$ cat src/rtl/sensor_report_scheduler_if.sv
// Sensor scheduler bus bundle: sampling inputs, tx_busy, published report outputs.
// master = scheduler side (drives report outputs), slave = consumer/source side.
interface sensor_report_scheduler_if #(
    parameter int SPEED_SENSOR_WIDTH = 16,
    parameter int ADC_WIDTH          = 16
);
    logic                          ENABLE;
    logic [SPEED_SENSOR_WIDTH-1:0] SPEED_SENSOR_IN;
    logic [ADC_WIDTH-1:0]          ADC_IN;
    logic                          TX_BUSY;
    logic [SPEED_SENSOR_WIDTH-1:0] SPEED_SENSOR;
    logic [ADC_WIDTH-1:0]          ADC;
    logic                          SEND_PACKET;
    logic [15:0]                   REPORT_COUNT;
    logic                          OVERRUN;

    modport master (
        input  ENABLE, SPEED_SENSOR_IN, ADC_IN, TX_BUSY,
        output SPEED_SENSOR, ADC, SEND_PACKET, REPORT_COUNT, OVERRUN
    );

    modport slave (
        output ENABLE, SPEED_SENSOR_IN, ADC_IN, TX_BUSY,
        input  SPEED_SENSOR, ADC, SEND_PACKET, REPORT_COUNT, OVERRUN
    );
endinterface

$ cat src/rtl/sensor_report_scheduler.sv
// Periodic sensor sampler/averager that publishes reports and pulses SEND_PACKET.
// Ports: CLOCK, RESET (async, active-high), bus (master modport of
// sensor_report_scheduler_if: ENABLE, SPEED_SENSOR_IN, ADC_IN, TX_BUSY in;
// SPEED_SENSOR, ADC, SEND_PACKET, REPORT_COUNT, OVERRUN out).
// Option: define SENSOR_AVG_EN to average 2^AVG_LOG2 samples per report;
// undefined, every strobe publishes the raw sample taken on that strobe.
module sensor_report_scheduler #(
    parameter int SPEED_SENSOR_WIDTH = 16,
    parameter int ADC_WIDTH          = 16,
    parameter int SAMPLE_PERIOD      = 25000,
    parameter int AVG_LOG2           = 3
) (
    input logic                       CLOCK,
    input logic                       RESET,
    sensor_report_scheduler_if.master bus
);
`ifdef SENSOR_AVG_EN
    localparam int LG = AVG_LOG2;
`else
    // raw mode: one sample per report, averaging depth has no effect
    localparam int LG = AVG_LOG2 - AVG_LOG2;
`endif
    localparam int CW  = $clog2(SAMPLE_PERIOD);
    localparam int NW  = LG + 1;
    localparam int SAW = SPEED_SENSOR_WIDTH + LG;
    localparam int AAW = ADC_WIDTH + LG;
    localparam logic [CW-1:0] CNT_MAX  = CW'(SAMPLE_PERIOD - 1);
    localparam logic [NW-1:0] IDX_LAST = NW'((1 << LG) - 1);

    typedef enum logic [1:0] {IDLE, ACCUM, PUBLISH} state_t;

    state_t                        state;
    logic [CW-1:0]                 cnt;
    logic [NW-1:0]                 idx;
    logic [SAW-1:0]                speed_acc;
    logic [AAW-1:0]                adc_acc;
    logic [SPEED_SENSOR_WIDTH-1:0] speed_q;
    logic [ADC_WIDTH-1:0]          adc_q;
    logic                          send_q;
    logic [15:0]                   count_q;
    logic                          overrun_q;

    logic          strobe;
    logic [CW-1:0] cnt_next;

    assign strobe   = (cnt == CNT_MAX);
    assign cnt_next = strobe ? '0 : cnt + 1'b1;

    always_ff @(posedge CLOCK or posedge RESET) begin
        if (RESET) begin
            state     <= IDLE;
            cnt       <= '0;
            idx       <= '0;
            speed_acc <= '0;
            adc_acc   <= '0;
            speed_q   <= '0;
            adc_q     <= '0;
            send_q    <= 1'b0;
            count_q   <= '0;
            overrun_q <= 1'b0;
        end else begin
            send_q <= 1'b0;
            case (state)
                IDLE: begin
                    cnt       <= '0;
                    idx       <= '0;
                    speed_acc <= '0;
                    adc_acc   <= '0;
                    if (bus.ENABLE)
                        state <= ACCUM;
                end
                ACCUM: begin
                    if (!bus.ENABLE) begin
                        // partial sum is abandoned
                        state     <= IDLE;
                        cnt       <= '0;
                        idx       <= '0;
                        speed_acc <= '0;
                        adc_acc   <= '0;
                    end else begin
                        cnt <= cnt_next;
                        if (strobe) begin
`ifdef SENSOR_AVG_EN
                            speed_acc <= speed_acc + SAW'(bus.SPEED_SENSOR_IN);
                            adc_acc   <= adc_acc + AAW'(bus.ADC_IN);
`else
                            speed_acc <= bus.SPEED_SENSOR_IN;
                            adc_acc   <= bus.ADC_IN;
`endif
                            idx <= idx + 1'b1;
                            if (idx == IDX_LAST)
                                state <= PUBLISH;
                        end
                    end
                end
                PUBLISH: begin
                    if (!bus.TX_BUSY) begin
                        speed_q <= speed_acc[LG +: SPEED_SENSOR_WIDTH];
                        adc_q   <= adc_acc[LG +: ADC_WIDTH];
                        send_q  <= 1'b1;
                        count_q <= count_q + 16'd1;
                    end else begin
                        overrun_q <= 1'b1;
                    end
                    idx       <= '0;
                    speed_acc <= '0;
                    adc_acc   <= '0;
                    // sample cadence keeps running through the publish cycle
                    if (bus.ENABLE) begin
                        state <= ACCUM;
                        cnt   <= cnt_next;
                    end else begin
                        state <= IDLE;
                        cnt   <= '0;
                    end
                end
                default: state <= IDLE;
            endcase
        end
    end

    assign bus.SPEED_SENSOR = speed_q;
    assign bus.ADC          = adc_q;
    assign bus.SEND_PACKET  = send_q;
    assign bus.REPORT_COUNT = count_q;
    assign bus.OVERRUN      = overrun_q;
endmodule

$ cat src/flat_wrapper.sv
// flat-port wrapper written by rule: the top's interface ports become plain ports
module sensor_report_scheduler_flat 
#(
    parameter int SPEED_SENSOR_WIDTH = 16,
    parameter int ADC_WIDTH          = 16,
    parameter int SAMPLE_PERIOD      = 25000,
    parameter int AVG_LOG2           = 3
)
  (CLOCK, RESET, bus_ENABLE, bus_SPEED_SENSOR_IN, bus_ADC_IN, bus_TX_BUSY, bus_SPEED_SENSOR, bus_ADC, bus_SEND_PACKET, bus_REPORT_COUNT, bus_OVERRUN);
  sensor_report_scheduler_if #(.SPEED_SENSOR_WIDTH(SPEED_SENSOR_WIDTH), .ADC_WIDTH(ADC_WIDTH)) bus_i ();
  input logic CLOCK;
  input logic RESET;
  input wire logic [$bits(bus_i.ENABLE)-1:0] bus_ENABLE;
  input wire logic [$bits(bus_i.SPEED_SENSOR_IN)-1:0] bus_SPEED_SENSOR_IN;
  input wire logic [$bits(bus_i.ADC_IN)-1:0] bus_ADC_IN;
  input wire logic [$bits(bus_i.TX_BUSY)-1:0] bus_TX_BUSY;
  output wire logic [$bits(bus_i.SPEED_SENSOR)-1:0] bus_SPEED_SENSOR;
  output wire logic [$bits(bus_i.ADC)-1:0] bus_ADC;
  output wire logic [$bits(bus_i.SEND_PACKET)-1:0] bus_SEND_PACKET;
  output wire logic [$bits(bus_i.REPORT_COUNT)-1:0] bus_REPORT_COUNT;
  output wire logic [$bits(bus_i.OVERRUN)-1:0] bus_OVERRUN;
  assign bus_i.ENABLE = bus_ENABLE;
  assign bus_i.SPEED_SENSOR_IN = bus_SPEED_SENSOR_IN;
  assign bus_i.ADC_IN = bus_ADC_IN;
  assign bus_i.TX_BUSY = bus_TX_BUSY;
  assign bus_SPEED_SENSOR = bus_i.SPEED_SENSOR;
  assign bus_ADC = bus_i.ADC;
  assign bus_SEND_PACKET = bus_i.SEND_PACKET;
  assign bus_REPORT_COUNT = bus_i.REPORT_COUNT;
  assign bus_OVERRUN = bus_i.OVERRUN;
  sensor_report_scheduler #(.SPEED_SENSOR_WIDTH(SPEED_SENSOR_WIDTH), .ADC_WIDTH(ADC_WIDTH), .SAMPLE_PERIOD(SAMPLE_PERIOD), .AVG_LOG2(AVG_LOG2)) u_core (.CLOCK(CLOCK), .RESET(RESET), .bus(bus_i));
endmodule
$ cat config.mk
export PLATFORM = sky130hd
export DESIGN_NAME = sensor_report_scheduler_flat
export DESIGN_NICKNAME = d
export VERILOG_FILES = /design/src/rtl/sensor_report_scheduler_if.sv /design/src/rtl/sensor_report_scheduler.sv /design/src/flat_wrapper.sv
export SDC_FILE = /design/constraint.sdc
export NUM_CORES = 1
export LEC_CHECK = 0
export ABC_AREA = 1
export CORE_MARGIN = 2
export CORE_UTILIZATION = 53
export DETAILED_ROUTE_END_ITERATION = 7
export PLACE_DENSITY_LB_ADDON = 0.2
export SYNTH_ARGS = -nofsm -noshare
export SYNTH_HDL_FRONTEND = slang
export SYNTH_SLANG_ARGS = --single-unit
$ cat constraint.sdc
create_clock -name CLOCK -period 3.83 [get_ports CLOCK]
set_input_delay 0.766 -clock CLOCK [delete_from_list [all_inputs] [get_ports CLOCK]]
set_output_delay 0.766 -clock CLOCK [all_outputs]
set_load 0.01 [all_outputs]
==> results.cfg, run 1 <==
[route]
drc = 0
route.vias.total = 4078
vias_per_cell = 5.11
antenna_left = 0
drt_iter0_drc = 237
first_pass_iters = 6
wire_per_inst_um = 13.0
drt-total-wl_um = 10400

[pwr]
power_density_mw_per_mm2 = 377
power.leakage_nw = 3.00
peakVddDrop_v = 0.000221

[final_layout]
num_antenna_cells = 0
syn2layout_area_growth_pct = 22.6
final_core_util_pct = 67.1
nNetsFinal = 729
layout-drive-gt1-share_pct = 4.78
finalInstanceArea_mm2 = 0.00585

[yosys]
synth_top_area_share_pct = 52.5
synthArstFlopShare_pct = 100
netlist_top_cells_area = dfrtp_1 (52%), nand2_1 (21%), nor2_1 (6.0%)
synth_area_mm2 = 0.00477
ys.flop_type = dfrtp_1
ys_warn_count = 0
synth_nets = 653
synth_cell_type_count = 29
ys_ff_latch = 100
synth_area_per_cell_um2 = 7.82
synth_edf_count = 0
yosysTopAreaCell = dfrtp_1
yosysSeqAreaShare_pct = 52.5
synth_cells = 610

[grt]
overflow = 0
grt_max_degree = 56
grt_pass1_wl_um = 17900
grt_usage_pct = 22.3
grt_pass1_vias = 3853
antenna_found_initial = 0

[die]
dieArea_mm2 = 0.00978
die-width_um = 98.9
initial_core_util_pct = 54.7
row_count = 34
ios = 86
fp.coreArea_mm2 = 0.00872
die_h_um = 98.9

[sta]
max_freq_ghz = 0.417
fin_ws_ns = 1.43
clock-skew-final_ns = 0.0185
worst_pin_slew_ns = 1.03
fin_tns_setup_ns = 0
period_minus_slack_ns = 2.40
setup_viol = 0
fin_crit_sh_pct = 62.6
drv_slew = 0
whs_ns = 0.466
relSlewSlack_pct = 31.0
hold_viol_final = 0
rsz0062_at_grt = no

[critical_path]
rrSetupSlack_ns = 1.43
crit_path_end_kind = register
required_ns = 4.12
crit_family = simple AND/OR/NAND/NOR gates
crit_path_frequent_cell = nand2_1
critPathArrivalTime_ns = 2.69
cp_cell_sequence = ha_1 > clkinv_1 > nand2_4 > nand2_1 > nand2_1
critPathMaxStageDelay_ns = 0.79
reg2reg_depth = 5
crit_fanout = 34
slowest_stage = clkinv_1
r2r_start = u_core.state[0]$_DFFE_PP0P_
path_buf_inv = 1
regToRegEndpoint = u_core.speed_acc[11]$_DFFE_PP0P_
crit_type = reg -> reg
crit_path_start_kind = register

[status]
outcome = complete, no violations

[placed_design]
io_buffers = 85
routabilityCongestion = 0.839
hpwl_um = 7150
placed_cell_area_mm2 = 0.00567
pre_cts_ws_ns = 1.22

[worst_hold_path]
whs_path_depth = 1
hold_class = reg -> reg
hp-start = u_core.bus.OVERRUN$_DFFE_PP0P_
min_delay_worst_endpoint = u_core.bus.OVERRUN$_DFFE_PP0P_

[clocking]
cts-htree-levels = 3
cts_made_buffers = 9
clk_latency_ns = 0.36
clockBufferDepth = 2
cts_setup_buffers = 0
cts_num_sinks = 100
cts_root_buffer = clkbuf_8
cts_hold_buf = 0
cts_resized = 0
cts_tree = done
clkTransAtPathRegs_ns = 0.10

[flow_run]
max_cap_violations = 0
==> worst max path at each step <==
stage	from	to	slack, ns	depth (start not counted)
after global placement	bus_ENABLE	u_core.adc_acc[8]$_DFFE_PP0P_	1.29	8
final	u_core.state[0]$_DFFE_PP0P_	u_core.speed_acc[11]$_DFFE_PP0P_	1.43	5
after CTS	u_core.state[0]$_DFFE_PP0P_	u_core.speed_acc[11]$_DFFE_PP0P_	1.44	5
after detailed placement	bus_TX_BUSY	u_core.bus.SPEED_SENSOR[6]$_DFFE_PP0P_	1.22	8
after global routing	u_core.state[0]$_DFFE_PP0P_	u_core.speed_acc[0]$_DFFE_PP0P_	1.13	5
after floorplan	RESET	u_core.adc_acc[0]$_DFFE_PP0P_	0.45	1
==> kinds of logic after synthesis <==
group / count (synthesis) / synth area share, %
XOR/XNOR: 18 / 3.30
AND/OR/NAND/NOR: 419 / 35.9
buffers and inverters: 57 / 5.48
flip-flops: 100 / 52.5
adder cells (fa/ha/maj): 7 / 1.84
AO/OA/AOI/OAI: 9 / 1.05
==> cell usage in the layout, fill, tap and decap left out <==
cell type        count
nand2_1            273
dfrtp_1            100
clkdlybuf4s50_1     85
nor2_1              76
nand3_1             52
inv_1               25
xor2_1              11
clkbuf_8            10
nand4_1              7
xnor2_1              7
ha_1                 7
o21ai_0              4
inv_6                4
buf_4                4
inv_2                3
clkinv_1             3
a21oi_1              3
nor2_2               2
nand2_4              2
nand3_2              1
nand2_2              1
or2_2                1
inv_4                1
a21o_1               1
nor2_4               1
nor3_4               1
nand3b_1             1
nor3_1               1
o21bai_1             1
clkinvlp_4           1
buf_12               1
==> sequential cells by signal, indices dropped and copies added, names as in the netlist <==
name,count
u_core.idx,1
u_core.bus.SEND_PACKET,1
u_core.speed_acc,16
u_core.state,2
u_core.bus.SPEED_SENSOR,16
u_core.bus.REPORT_COUNT,16
u_core.cnt,15
u_core.bus.OVERRUN,1
u_core.bus.ADC,16
u_core.adc_acc,16
==> worst reg2reg max path, cell delays in order, from the launching register on <==
cell      delay [ns]
dfrtp_1         0.44
ha_1            0.18
clkinv_1        0.79
nand2_4         0.72
nand2_1         0.12
nand2_1         0.09
==> where the power goes <==
part	switching (mW)	total, mW	internal [mW]
Sequential	0.0540	1.19	1.14
Combinational	0.255	0.379	0.125
Clock	0.373	0.634	0.260
Total	0.682	2.21	1.53
==> cells in the mapped netlist, types with 7 or more instances <==
cell type  number
nand3_1        52
xnor2_1         7
buf_2           8
nand4_1         7
inv_1          26
nor2_1         76
nand2_1       273
dfrtp_1       100
clkbuf_1        8
xor2_1         11
ha_1            7
==> layout make-up <==
| type | count | area [um^2] |
|---|---|---|
| Tap cell | 108 | 135 |
| Timing Repair Buffer | 90 | 901 |
| Inverter | 32 | 123 |
| Multi-Input combinational cell | 453 | 2010 |
| Clock buffer | 10 | 138 |
| Fill cell | 747 | 2870 |
| Clock inverter | 5 | 42.5 |
| Sequential cell | 100 | 2500 |
==> through the flow <==
stage                     cells  total power, mW
final                       798             2.21
after global routing        798             2.33
after CTS                   798             2.22
after detailed placement    783             1.59
after global placement      783             1.58
after floorplan             610             1.51
==> metal layers <==
metal | vias up | wire (um) | part of all wire (%) | global-route usage (%)
met5 | - | 0 | 0 | 0
met4 | 0 | 97 | 0.93 | 6.01
met3 | 9 | 660 | 6.3 | 3.26
met2 | 127 | 5010 | 48 | 36.3
met1 | 1910 | 4630 | 45 | 31.6
li1 | 2032 | - | - | -
No activity file was read; power rests on OpenSTA's default activity.
==> inputs of run 2 (changes only) <==
==> constraint.sdc (replaced) <==
create_clock -name CLOCK -period 2.27 [get_ports CLOCK]
set_input_delay 0.454 -clock CLOCK [delete_from_list [all_inputs] [get_ports CLOCK]]
set_output_delay 0.454 -clock CLOCK [all_outputs]
set_load 0.01 [all_outputs]
==> results.cfg, run 2 (synthesized netlist as in run 1, its figures left out) <==
[route]
first_pass_iters = 5
route.vias.total = 4185
highest_layer = met4
drt_iter0_drc = 276
drt-total-wl_um = 10900
drt-met1-wl_um = 4980
vias_per_cell = 5.23
wl_met3_um = 560
wire_per_inst_um = 13.6
route.met2.wl_um = 5220
antenna_left = 0
drc = 0

[clocking]
clkTransAtPathRegs_ns = 0.10
cts_hold_buf = 0
clk_latency_ns = 0.37
cts_root_buffer = clkbuf_8
cts_made_buffers = 9
cts_resized = 0
cts_tree = done
cts_num_sinks = 100
clockBufferDepth = 2
cts-htree-levels = 3
cts_setup_buffers = 0

[sta]
fin_crit_sh_pct = 83.7
relSlewSlack_pct = 58.2
whs_ns = 0.465
hold_viol_final = 0
drv_slew = 0
setup_viol = 0
max_freq_ghz = 0.526
clock-skew-final_ns = 0.0121
rsz0062_at_grt = no
worst_pin_slew_ns = 0.628
fin_ws_ns = 0.370
period_minus_slack_ns = 1.90
fin_tns_setup_ns = 0

[final_layout]
fin_cells = 800
finalInstanceArea_mm2 = 0.00593
final_core_util_pct = 68.0
final_cell_mix = nand2_1 (273), dfrtp_1 (100), clkdlybuf4s50_1 (85), nor2_1 (76), nand3_1 (52)
mostFrequentLayoutCell = nand2_1
fillers = 765
num_antenna_cells = 0
syn2layout_area_growth_pct = 24.3
nNetsFinal = 731
layout-drive-gt1-share_pct = 5.06

[pwr]
power_density_mw_per_mm2 = 685
power_mw = 4.06
power.leakage_nw = 3.04
peakVddDrop_v = 0.000385

[die]
die-width_um = 98.9
fp.coreArea_mm2 = 0.00872
row_count = 34
dieArea_mm2 = 0.00978
die_h_um = 98.9
initial_core_util_pct = 54.7
ios = 86

[worst_hold_path]
hp-start = u_core.bus.OVERRUN$_DFFE_PP0P_
hold_class = reg -> reg
whs_path_depth = 1
min_delay_worst_endpoint = u_core.bus.OVERRUN$_DFFE_PP0P_

[grt]
grt_pass1_vias = 4062
grt_usage_pct = 23.5
antenna_found_initial = 0
grt_pass1_wl_um = 18800
grt_max_degree = 101
overflow = 0

[critical_path]
required_ns = 2.54
crit_type = reg -> reg
crit_path_start_kind = register
crit_path_frequent_cell = nand2_1
crit_fanout = 5
regToRegEndpoint = u_core.bus.REPORT_COUNT[14]$_DFFE_PP0P_
cp_cell_sequence = inv_1 > ha_1 > nand2_1 > nor2_2 > nand3_1 > nor2_1 > nand2_1 > nand2_1 > nand2_1
reg2reg_depth = 9
rrSetupSlack_ns = 0.37
critPathArrivalTime_ns = 2.17
slowest_stage = dfrtp_1
r2r_start = u_core.state[0]$_DFFE_PP0P_
crit_path_end_kind = register
critPathMaxStageDelay_ns = 0.45

[flow_run]
max_cap_violations = 0

[status]
outcome = complete, no violations

[placed_design]
placed_cell_area_mm2 = 0.00568
routabilityCongestion = 0.884
io_buffers = 85
hpwl_um = 7270
dp.cells = 785
pre_cts_ws_ns = 0.249
## run 2: cell count changes in the layout (fill, tap and decap cells not counted), sizes merged
cell / delta
inv: -4
clkinv: +1
buf: +2
bufinv: +3
## run 2: layout make-up
type	count	area, um^2	share of cell area (%)
Timing Repair Buffer	92	916	15.4
Clock buffer	10	138	2.32
Inverter	32	124	2.09
Clock inverter	5	108	1.81
Sequential cell	100	2500	42.2
Tap cell	108	135	2.28
Multi-Input combinational cell	453	2010	33.8
## run 2: worst max-delay path, delay by kind of cell, from the launching register on
family / cells / cell delay [ns]
and+or+nand+nor: 7 / 1.01
adders and majority gates: 1 / 0.24
DFF: 1 / 0.45
buffers and inverters: 1 / 0.10
## run 2: metal layers
metal	GRT usage (%)	vias up
met4	7.80	0
met5	0	-
li1	-	2024
met1	33.2	2011
met3	3.26	15
met2	37.6	135
## run 2: worst max-delay path by stage
stage | from | end | depth (start not counted)
after global placement | bus_ENABLE | u_core.adc_acc[7]$_DFFE_PP0P_ | 7
after floorplan | RESET | u_core.adc_acc[0]$_DFFE_PP0P_ | 1
final | u_core.state[0]$_DFFE_PP0P_ | u_core.bus.REPORT_COUNT[14]$_DFFE_PP0P_ | 9
after detailed placement | bus_TX_BUSY | u_core.bus.REPORT_COUNT[14]$_DFFE_PP0P_ | 9
after global routing | u_core.cnt[0]$_DFFE_PP0P_ | u_core.speed_acc[9]$_DFFE_PP0P_ | 10
after CTS | u_core.state[0]$_DFFE_PP0P_ | u_core.bus.REPORT_COUNT[14]$_DFFE_PP0P_ | 9
## run 2: power breakdown
| group | internal (mW) | switching, mW | total [mW] |
|---|---|---|---|
| combinational | 0.220 | 0.433 | 0.653 |
| sequential | 1.92 | 0.0954 | 2.02 |
| clock | 0.763 | 0.628 | 1.39 |
==> inputs of run 3 (changes only) <==
--- a/config.mk
+++ b/config.mk
@@ -7,7 +7,7 @@
 export LEC_CHECK = 0
 export ABC_AREA = 1
 export CORE_MARGIN = 2
-export CORE_UTILIZATION = 53
+export CORE_UTILIZATION = 48
 export DETAILED_ROUTE_END_ITERATION = 7
 export PLACE_DENSITY_LB_ADDON = 0.2
 export SYNTH_ARGS = -nofsm -noshare
==> constraint.sdc (replaced) <==
create_clock -name CLOCK -period 1.66 [get_ports CLOCK]
set_input_delay 0.332 -clock CLOCK [delete_from_list [all_inputs] [get_ports CLOCK]]
set_output_delay 0.332 -clock CLOCK [all_outputs]
set_load 0.01 [all_outputs]
==> results.cfg, run 3 (synthesized netlist as in run 1, its figures left out) <==
[sta]
period_minus_slack_ns = 1.63
hold_viol_final = 0
worst_pin_slew_ns = 0.411
fin_ws_ns = 0.0336
relSlewSlack_pct = 72.6
rsz0062_at_grt = yes
fin_crit_sh_pct = 98.0
clock-skew-final_ns = 0.0112
setup_viol = 0
drv_slew = 0
fin_tns_setup_ns = 0
max_freq_ghz = 0.615

[critical_path]
rrSetupSlack_ns = 0.03
crit_path_end_kind = register
critPathArrivalTime_ns = 1.89
crit_path_start_kind = register
cp_cell_sequence = ha_2 > nand2_2 > inv_2 > nand2_2 > nor2_2 > nand2_2 > nand2_4 > nand2_8 > buf_12 > nand2_4 > nand2_2
crit_type = reg -> reg
slowest_stage = dfrtp_1
crit_fanout = 8
required_ns = 1.92
r2r_start = u_core.cnt[1]$_DFFE_PP0P_
critPathMaxStageDelay_ns = 0.40
regToRegEndpoint = u_core.speed_acc[0]$_DFFE_PP0P_
path_buf_inv = 2
crit_family = simple AND/OR/NAND/NOR gates
crit_path_frequent_cell = nand2_2
reg2reg_depth = 11

[grt]
grt_max_degree = 77
antenna_found_initial = 0
grt_pass1_wl_um = 18800
grt_usage_pct = 21.3
grt_pass1_vias = 4072
overflow = 0

[placed_design]
pre_cts_ws_ns = -0.0498
io_buffers = 85
routabilityCongestion = 0.950
dp.cells = 831
hpwl_um = 7810

[pwr]
p_int_mw = 3.97
peakVddDrop_v = 0.000576
clkPwrFrac_pct = 28.5
swShare_pct = 30.8
power.leakage_nw = 3.47
power_density_mw_per_mm2 = 886
pwr-share-seq_pct = 48.6
power_mw = 5.74
power.switching_mw = 1.77
power_frac_comb_pct = 22.9

[route]
drt_iter0_drc = 256
drc = 0
route.vias.total = 4272
vias_per_cell = 4.93
wire_per_inst_um = 12.9
first_pass_iters = 4
antenna_left = 0
drt-total-wl_um = 11200

[clocking]
cts-htree-levels = 3
clkTransAtPathRegs_ns = 0.10
clockBufferDepth = 2
cts_tree = done
clk_latency_ns = 0.36
cts_num_sinks = 100
cts_root_buffer = clkbuf_8
cts_made_buffers = 9
cts_hold_buf = 0

[die]
ios = 86
fp.coreArea_mm2 = 0.00973
initial_core_util_pct = 49.0
die-width_um = 104
row_count = 36
dieArea_mm2 = 0.0108
die_h_um = 104

[final_layout]
mostFrequentLayoutCell = nand2_1
num_antenna_cells = 0
layout-drive-gt1-share_pct = 15.3
fin_cells = 866
syn2layout_area_growth_pct = 35.7
nNetsFinal = 771
final_cell_mix = nand2_1 (248), dfrtp_1 (97), clkdlybuf4s50_1 (77), nor2_1 (72), nand3_1 (52)
final_core_util_pct = 66.6

[status]
outcome = complete, no violations

[worst_hold_path]
hold_class = in -> async

[flow_run]
max_cap_violations = 0
## run 3: through the flow
step                hold WS [ns]  instance area, um^2
finish                     0.403                 6470
CTS                        0.422                 6230
detailed placement         0.457                 5940
global route               0.444                 6470
global placement           0.444                 5940
floorplan                  0.442                 4770
## run 3: how the worst max path moves through the flow
stage                                                  from                                      end  slack (ns)  depth (start not counted)
finish                            u_core.cnt[1]$_DFFE_PP0P_          u_core.speed_acc[0]$_DFFE_PP0P_        0.03                         11
global route                      u_core.cnt[0]$_DFFE_PP0P_         u_core.speed_acc[14]$_DFFE_PP0P_       -0.07                         11
CTS                 u_core.bus.REPORT_COUNT[14]$_DFFE_PP0P_                     bus_REPORT_COUNT[14]     0.00005                          1
detailed placement                              bus_TX_BUSY   u_core.bus.REPORT_COUNT[9]$_DFFE_PP0P_       -0.05                          8
global placement                                bus_TX_BUSY  u_core.bus.REPORT_COUNT[14]$_DFFE_PP0P_      -0.003                          9
floorplan                       u_core.state[0]$_DFFE_PP0P_            u_core.adc_acc[0]$_DFFE_PP0P_        0.11                          8
## run 3: tightest hold or removal path: stages
cell	delay (ns)
clkdlybuf4s50_1	0.44
clkinvlp_4	0.11
buf_12	0.30
## run 3: final cells by class
class | count | area (um^2)
well taps | 133 | 166
fillers | 832 | 3250
multi-input cells | 453 | 2140
inverters | 32 | 124
clock inverters | 6 | 71.3
clock buffers | 10 | 138
repair buffers | 132 | 1330
flip-flops and latches | 100 | 2510
## run 3: per-layer routing
metal | vias up | GRT usage (%) | share of wire [%]
li1 | 2106 | - | -
met1 | 2039 | 28.2 | 44
met2 | 107 | 35.7 | 49
met3 | 20 | 3.78 | 5.3
met4 | 0 | 6.95 | 1.8
met5 | - | 0 | 0
## run 3: what timing repair did
action	4_1_cts	5_1_grt
resized for setup	4	50
hold endpoints to repair	0	0
setup endpoints to repair	13	54
gates cloned	0	2
setup buffers	11	6
pin swaps	0	5
## run 3: power by group through the flow
stage               clock (mW)  combinational, mW  sequential [mW]
floorplan                    0              0.710             2.77
global placement             0               1.09             2.78
detailed placement           0               1.12             2.80
CTS                       1.66               1.13             2.75
global route              1.75               1.45             2.81
finish                    1.64               1.31             2.79
